--- src/rtl/line_prefetcher.sv ---
// Double-buffered scanline prefetcher: serves pixels to a video driver from two
// line buffers while refilling the idle buffer from a word-addressed framebuffer.
module line_prefetcher #(
    parameter int bitsPerPixel          = 8,
    parameter int renderCoordinateWidth = 10,
    parameter int lineWidth             = 160,
    parameter int lineCount             = 120,
    parameter int addrWidth             = 16
) (
    input  logic                             clk,
    input  logic                             rst,
    input  logic [renderCoordinateWidth-1:0] rendX,
    input  logic [renderCoordinateWidth-1:0] rendY,
    input  logic                             valid,
    output logic [bitsPerPixel-1:0]          color,
    output logic                             mem_req,
    output logic [addrWidth-1:0]             mem_addr,
    input  logic                             mem_ack,
    input  logic [bitsPerPixel-1:0]          mem_data,
    output logic                             underflow
);

    localparam int CW = (lineWidth > 1) ? $clog2(lineWidth) : 1;
    localparam int RW = renderCoordinateWidth;

    localparam logic [CW-1:0] LAST_PIX  = CW'(lineWidth - 1);
    localparam logic [RW-1:0] LAST_LINE = RW'(lineCount - 1);

    localparam logic [0:0] IDLE  = 1'b0;
    localparam logic [0:0] FETCH = 1'b1;

    logic [bitsPerPixel-1:0] buf0_q [lineWidth];
    logic [bitsPerPixel-1:0] buf1_q [lineWidth];

    logic [0:0]              state_q, state_d;
    logic                    start_q, start_d;
    logic                    valid_q, valid_d;
    logic [RW-1:0]           last_y_q, last_y_d;
    logic [RW-1:0]           next_line_q, next_line_d;
    logic                    target_q, target_d;
    logic [CW-1:0]           cnt_q, cnt_d;
    logic [RW-1:0]           tag0_q, tag0_d, tag1_q, tag1_d;
    logic                    tv0_q, tv0_d, tv1_q, tv1_d;
    logic [bitsPerPixel-1:0] color_q, color_d;
    logic                    underflow_q, underflow_d;

    logic          hit0, hit1, in_range;
    logic [CW-1:0] rd_idx;
    logic          trigger, next_hit, own0;
    logic [RW-1:0] next_calc;
    logic          wr0, wr1;

    // Pixel lookup path: one registered read per cycle.
    always_comb begin
        hit0     = tv0_q && (tag0_q == rendY);
        hit1     = tv1_q && (tag1_q == rendY);
        in_range = int'(rendX) < lineWidth;
        rd_idx   = rendX[CW-1:0];
        color_d  = '0;
        if (valid && in_range) begin
            if (hit0) begin
                color_d = buf0_q[rd_idx];
            end else if (hit1) begin
                color_d = buf1_q[rd_idx];
            end
        end
        underflow_d = underflow_q | (valid & ~hit0 & ~hit1);
    end

    // A falling edge of valid marks the end of a displayed line; last_y_q
    // holds the row that was active when it fell.
    always_comb begin
        valid_d   = valid;
        last_y_d  = valid ? rendY : last_y_q;
        trigger   = valid_q && !valid;
        next_calc = (last_y_q == LAST_LINE) ? '0 : last_y_q + 1'b1;
        next_hit  = (tv0_q && (tag0_q == next_calc)) || (tv1_q && (tag1_q == next_calc));
        own0      = tv0_q && (tag0_q == last_y_q);
    end

    always_comb begin
        state_d     = state_q;
        start_d     = start_q;
        next_line_d = next_line_q;
        target_d    = target_q;
        cnt_d       = cnt_q;
        tag0_d      = tag0_q;
        tag1_d      = tag1_q;
        tv0_d       = tv0_q;
        tv1_d       = tv1_q;
        wr0         = 1'b0;
        wr1         = 1'b0;
        case (state_q)
            IDLE: begin
                if (start_q) begin
                    start_d     = 1'b0;
                    state_d     = FETCH;
                    next_line_d = '0;
                    target_d    = 1'b0;
                    tv0_d       = 1'b0;
                    cnt_d       = '0;
                end else if (trigger && !next_hit) begin
                    // B0 is preferred unless it holds the line on screen.
                    state_d     = FETCH;
                    next_line_d = next_calc;
                    target_d    = own0;
                    cnt_d       = '0;
                    if (own0) begin
                        tv1_d = 1'b0;
                    end else begin
                        tv0_d = 1'b0;
                    end
                end
            end
            FETCH: begin
                if (mem_ack) begin
                    wr0   = !target_q;
                    wr1   = target_q;
                    cnt_d = cnt_q + 1'b1;
                    if (cnt_q == LAST_PIX) begin
                        state_d = IDLE;
                        cnt_d   = '0;
                        if (target_q) begin
                            tag1_d = next_line_q;
                            tv1_d  = 1'b1;
                        end else begin
                            tag0_d = next_line_q;
                            tv0_d  = 1'b1;
                        end
                    end
                end
            end
            default: state_d = IDLE;
        endcase
    end

    always_ff @(posedge clk) begin
        if (!rst) begin
            state_q     <= IDLE;
            start_q     <= 1'b1;
            valid_q     <= 1'b0;
            last_y_q    <= '0;
            next_line_q <= '0;
            target_q    <= 1'b0;
            cnt_q       <= '0;
            tag0_q      <= '0;
            tag1_q      <= '0;
            tv0_q       <= 1'b0;
            tv1_q       <= 1'b0;
            color_q     <= '0;
            underflow_q <= 1'b0;
        end else begin
            state_q     <= state_d;
            start_q     <= start_d;
            valid_q     <= valid_d;
            last_y_q    <= last_y_d;
            next_line_q <= next_line_d;
            target_q    <= target_d;
            cnt_q       <= cnt_d;
            tag0_q      <= tag0_d;
            tag1_q      <= tag1_d;
            tv0_q       <= tv0_d;
            tv1_q       <= tv1_d;
            color_q     <= color_d;
            underflow_q <= underflow_d;
        end
    end

    // Buffer storage is not reset; writes are suppressed while rst is low.
    always_ff @(posedge clk) begin
        if (rst && wr0) begin
            buf0_q[cnt_q] <= mem_data;
        end
        if (rst && wr1) begin
            buf1_q[cnt_q] <= mem_data;
        end
    end

    assign mem_req   = (state_q == FETCH);
    assign mem_addr  = mem_req ? (addrWidth'(next_line_q) * addrWidth'(lineWidth) + addrWidth'(cnt_q))
                               : '0;
    assign color     = color_q;
    assign underflow = underflow_q;

endmodule

--- config.mk ---
export PLATFORM = sky130hd
export DESIGN_NAME = line_prefetcher
export DESIGN_NICKNAME = d
export VERILOG_FILES = /design/src/rtl/line_prefetcher.sv
export SDC_FILE = /design/constraint.sdc
export NUM_CORES = 2
export LEC_CHECK = 0
export CORE_MARGIN = 1
export CORE_UTILIZATION = 57
export CTS_CLUSTER_DIAMETER = 60
export DETAILED_ROUTE_END_ITERATION = 8
export PLACE_DENSITY = 0.72
export SLEW_MARGIN = 30
export SYNTH_ARGS = -nofsm -noshare
export SYNTH_HDL_FRONTEND = slang
export SYNTH_SLANG_ARGS = --single-unit
export TNS_END_PERCENT = 30
--- constraint.sdc ---
create_clock -name clk -period 2.9 [get_ports clk]
set_input_delay 0.58 -clock clk [delete_from_list [all_inputs] [get_ports clk]]
set_output_delay 0.58 -clock clk [all_outputs]
set_load 0.01 [all_outputs]
After elaboration in Yosys (flattened, before gate mapping)
Memory sizes are Yosys's and may differ from the RTL's.
Cells that the tools add are included.

operators by class
  divide/modulo/power cells = 0
  muxes and demuxes = 40
  magnitude comparators = 1
  $add $sub $neg = 3
  equality and inequality tests = 16
  reduce and logical (&&, ||, !) cells = 22
  bitwise logic cells = 7
  shift operators = 0
  multipliers = 1

operator list
  kind                                                    count
  equality test 10 bit                                    5
  two-way mux 8 bit                                       6
  two-way mux 10 bit                                      3
  two-way mux 1 bit                                       26
  adder 16 x 8 -> 16 bit                                  1
  two-way mux 16 bit                                      1
  case mux 8 bit (2 select lines)                         1
  multiplier 10 x 3 -> 11 bit (second input constant)     1
  adder 10 x 1 -> 10 bit (second input constant)          1
  equality test 10 x 7 -> 1 bit (second input constant)   1
  logical AND 1 bit                                       10
  < comparator 10 x 8 -> 1 bit (second input constant)    1
  inequality test 2 bit (second input constant)           5
  adder 8 x 1 -> 8 bit (second input constant)            1
  equality test 8 bit (second input constant)             1
  AND reduction 4 bit                                     2
  inequality test 3 bit (second input constant)           2
  case mux 1 bit (2 select lines)                         3
  AND reduction 2 bit                                     3
  AND reduction 6 bit                                     1
  AND reduction 5 bit                                     1
  inequality test 2 x 1 -> 1 bit (second input constant)  2
  NOT 1 bit                                               4
  logical NOT 1 bit                                       3
  4 further kinds                                         5

word-level totals
  logic and storage cells = 105
  memories = 2
  ROM bits = 0
  memory bits (writable) = 2560
  output and inout port bits = 26
  latch bits = 0
  bits in registers = 63

memory list
  memory  words  bits a word  read ports  clocked after memory_dff  write ports  line  RTL
  buf0_q  160    8            1           0                         1            32    logic [bitsPerPixel-1:0] buf0_q [lineWidth];
  buf1_q  160    8            1           0                         1            33    logic [bitsPerPixel-1:0] buf1_q [lineWidth];

Logic depth before layout (Yosys ltp)
  depth after elaboration = 10
  depth in mapped cells = 13
  gate-level depth less buffers = 11

Worst setup path after synthesis
No wires, ideal clock.

  kind = reg2out
  from = reg next_line_q[1]
  to = out mem_addr[15]
  cell stages (with the launch flop) = 12
  arrival time = 2.616 ns
  path buffers = 0
  path slack = -0.296 ns
  path through = dfxtp_1 > ha_1 > ha_1 > inv_1 > fa_1 > nor2b_1 > o21ai_0 > a211oi_1 > a211oi_1 > nor4_1 > xnor2_1 > mux2i_1

on the way
  word-level cells in the longest chain between the ends = 3

RTL lines
  item                         line  RTL
  start: declaration           39    logic [RW-1:0] next_line_q, next_line_d;
  start signal: assignment     157   next_line_q <= next_line_d;
  multiplier 10 x 3 -> 11 bit  180   assign mem_addr = mem_req ? (addrWidth'(next_line_q) * addrWidth'(lineWidth) + addrWidth'(cnt_q))
  adder 16 x 8 -> 16 bit       180
  two-way mux 16 bit           180
  end: declaration             17    output logic [addrWidth-1:0] mem_addr,

Every way passes these cells.

Worst setup path in the final report
Same ends and word-level chain as after synthesis.

==> impl_metrics.tcl <==
set metrics [dict create \
    outcome "finished with violations" \
    violations "negative setup slack" \
    route.detailed.drc 0 \
    ant_nets 0 \
    clk_pin_slew_worst_paths_ns 0.06 \
    max-vdd-ir-drop_uv 692 \
    fin_crit_sh 1.37 \
    layout_commonest_cell "edfxtp_1" \
    overflow 0 \
    crit_required_ns 2.32 \
    n_fill_cell 10976 \
    synth_cells 4984 \
    dieArea_mm2 0.183 \
    chipWidth_um 428 \
    final_layout_size_suffix_gt1_frac 0.346 \
    antenna_found_initial 13 \
    startpoint_type "flop" \
    rsz0062_at_grt "true" \
    cts.sinks 2623 \
    final_util 0.686 \
    coreArea_mm2 0.179 \
    tritoncts "built" \
    tightest_slew_ns 0.976 \
    via_per_inst 6.58 \
    slew_headroom 0.349 \
    finalSetupTns_ns -5.88 \
    insertion_delay_ns 0.93 \
    wl_mm 279 \
    layout_setup_ws_ns -1.08 \
    crit_arrival_ns 3.40 \
    syn_nets 5041 \
    drtIter0Drc 7760 \
    power.density_mw_per_mm2 652 \
    vias 56268 \
    skew_ns 0.0442 \
    period_minus_slack_ns 3.98 \
    grt_pass1_wl_mm 403 \
    crit_top_cell "ha_4" \
    worst_hold_path_type "input pin to flop" \
    path_buf_inv 3 \
    layout_common_cells "edfxtp_1, buf_4, mux4_2, nor2_1, clkbuf_16" \
    io_pins 58 \
    hold_viol_final 0 \
    final_nets 6063 \
    instances_no_fill 8550 \
    grt_pass1_vias 56618 \
    wl_per_cell_um 32.6 \
    track_usage 0.312 \
    synth_edf_count 2560 \
    synth-seq-cells 2623 \
    clockBufferDepth 4 \
    p_leak_nw 40.8 \
    synth_ff_type "edfxtp_1" \
    routabilityCongestion 0.919 \
    path_max_fanout 3 \
    port_buffers 57 \
    synth_cell_types 74 \
    initial_core_util 0.576 \
    die_y_um 428 \
    slew_viol_final 0 \
    placed_cells 8074 \
    cpLargestDelayFamily "adder cells" \
    pre_cts_slack_ns -0.653 \
    max_cap_violations 0 \
    setup-violations-final 9 \
    synth-async-reset-ratio 0 \
    holdWs_ns 0.0663 \
    hpwl_mm 180 \
    rows 155 \
    yosys_warnings 0 \
    r2r_setup_slack_ns 0.14 \
    fmax_mhz 251 \
    drtPass1Iterations 6 \
    yosysSeqAreaShare 0.757 \
    synth_area_mm2 0.103 \
    cp_cell_sequence "ha_4 > ha_4 > inv_2 > fa_2 > nor2b_2 > o21ai_2 > a21o_1 > buf_6 > a211oi_4 > nor4_2 > xnor2_1 > mux2i_1 > buf_2" \
    crit_path_end_kind "primary output" \
    crit_slowest_cell "dfxtp_4" \
    cts_root_buffer "clkbuf_16" \
    htreeDepth 5 \
    grt_start_max_net_pins 108 \
    slowest_delay_ns 0.35 \
    cts_made_buffers 278 \
    criticalPathCategory "flop to primary output" \
    avgSynthCellArea_um2 20.7 \
    area_growth_syn_to_layout_pct 19.1 \
]
-- flip-flops by register name (all words and copies together), names as in the netlist, 8 cells and up --
register / cells
buf0_q: 1280
buf1_q: 1280
last_y_q: 10
next_line_q: 10
tag0_q: 10
tag1_q: 10
cnt_q: 8
color: 8
-- per-layer routing --
layer  track usage  part of all wire
met5             0           0.00038
met4         0.124             0.045
met3        0.0652              0.12
met2         0.486              0.48
met1         0.437              0.36
-- final cells by class --
type	count	area, um2	area share
Multi-Input combinational cell	2032	23700	0.193
Clock buffer	350	7480	0.0608
Clock inverter	117	1130	0.00922
Sequential cell	2623	78100	0.635
Tap cell	2355	2950	0.0240
Antenna cell	2	5.00	0.0000407
Inverter	23	88.8	0.000722
Timing Repair Buffer	1048	9480	0.0771
-- synthesized netlist by cell type (45+ instances only) --
cell type  number  area, um2
edfxtp_1     2560      76900
mux4_2        682      15400
nor2_1        411       1540
nand2_1       138        518
clkbuf_1      133        499
mux2i_1       100       1000
a22oi_1        80        601
buf_2          76        380
nand3_1        65        325
buf_4          63        473
dfxtp_1        63       1260
a21oi_1        45        225
-- kinds of logic (layout without fill, tap and decap cells) --
group	count (synthesis)	count (layout)	synth area share
adders and majority gates	25	25	0.00318
and+or+nand+nor	809	809	0.0350
other	0	2	0
xor gates and xnor gates	56	56	0.00488
AOI/OAI and AO/OA	348	348	0.0242
muxes	794	794	0.160
buffers and inverters	329	1538	0.0162
DFF	2623	2623	0.757
-- report_power, final --
part | leakage [nW] | internal, mW | switching (mW) | total (mW)
registers | 23.5 | 41.6 | 0.0187 | 41.6
logic | 13.0 | 1.80 | 2.61 | 4.41
clock network | 4.21 | 20.1 | 14.1 | 34.2
total | 40.8 | 63.5 | 16.7 | 80.2
-- metrics by stage --
stage	area, um2	total power, mW
2_1_floorplan	103000	44.4
3_3_place_gp	114000	46.6
3_5_place_dp	114000	46.7
4_1_cts	123000	80.5
5_1_grt	123000	82.0
6_report	123000	80.2
-- worst paths after layout --
path,from,to,cells past startpoint
worst max-delay path,next_line_q[1],mem_addr[15],13
worst min-delay path,mem_data[3],buf0_q[134][3],1
worst max register to register,last_y_q[1],next_line_q[3],10
worst min register to register,underflow,underflow,2
-- what timing repair did --
action,4_1_cts,5_1_grt
endpoints found under the setup margin,12,17
resized for setup,65,12
buffers inserted,6,2
endpoints found under the hold margin,5,0
pin swaps,14,13
hold buffers,1,0
Note: power is estimated with default switching activity, not from simulation.
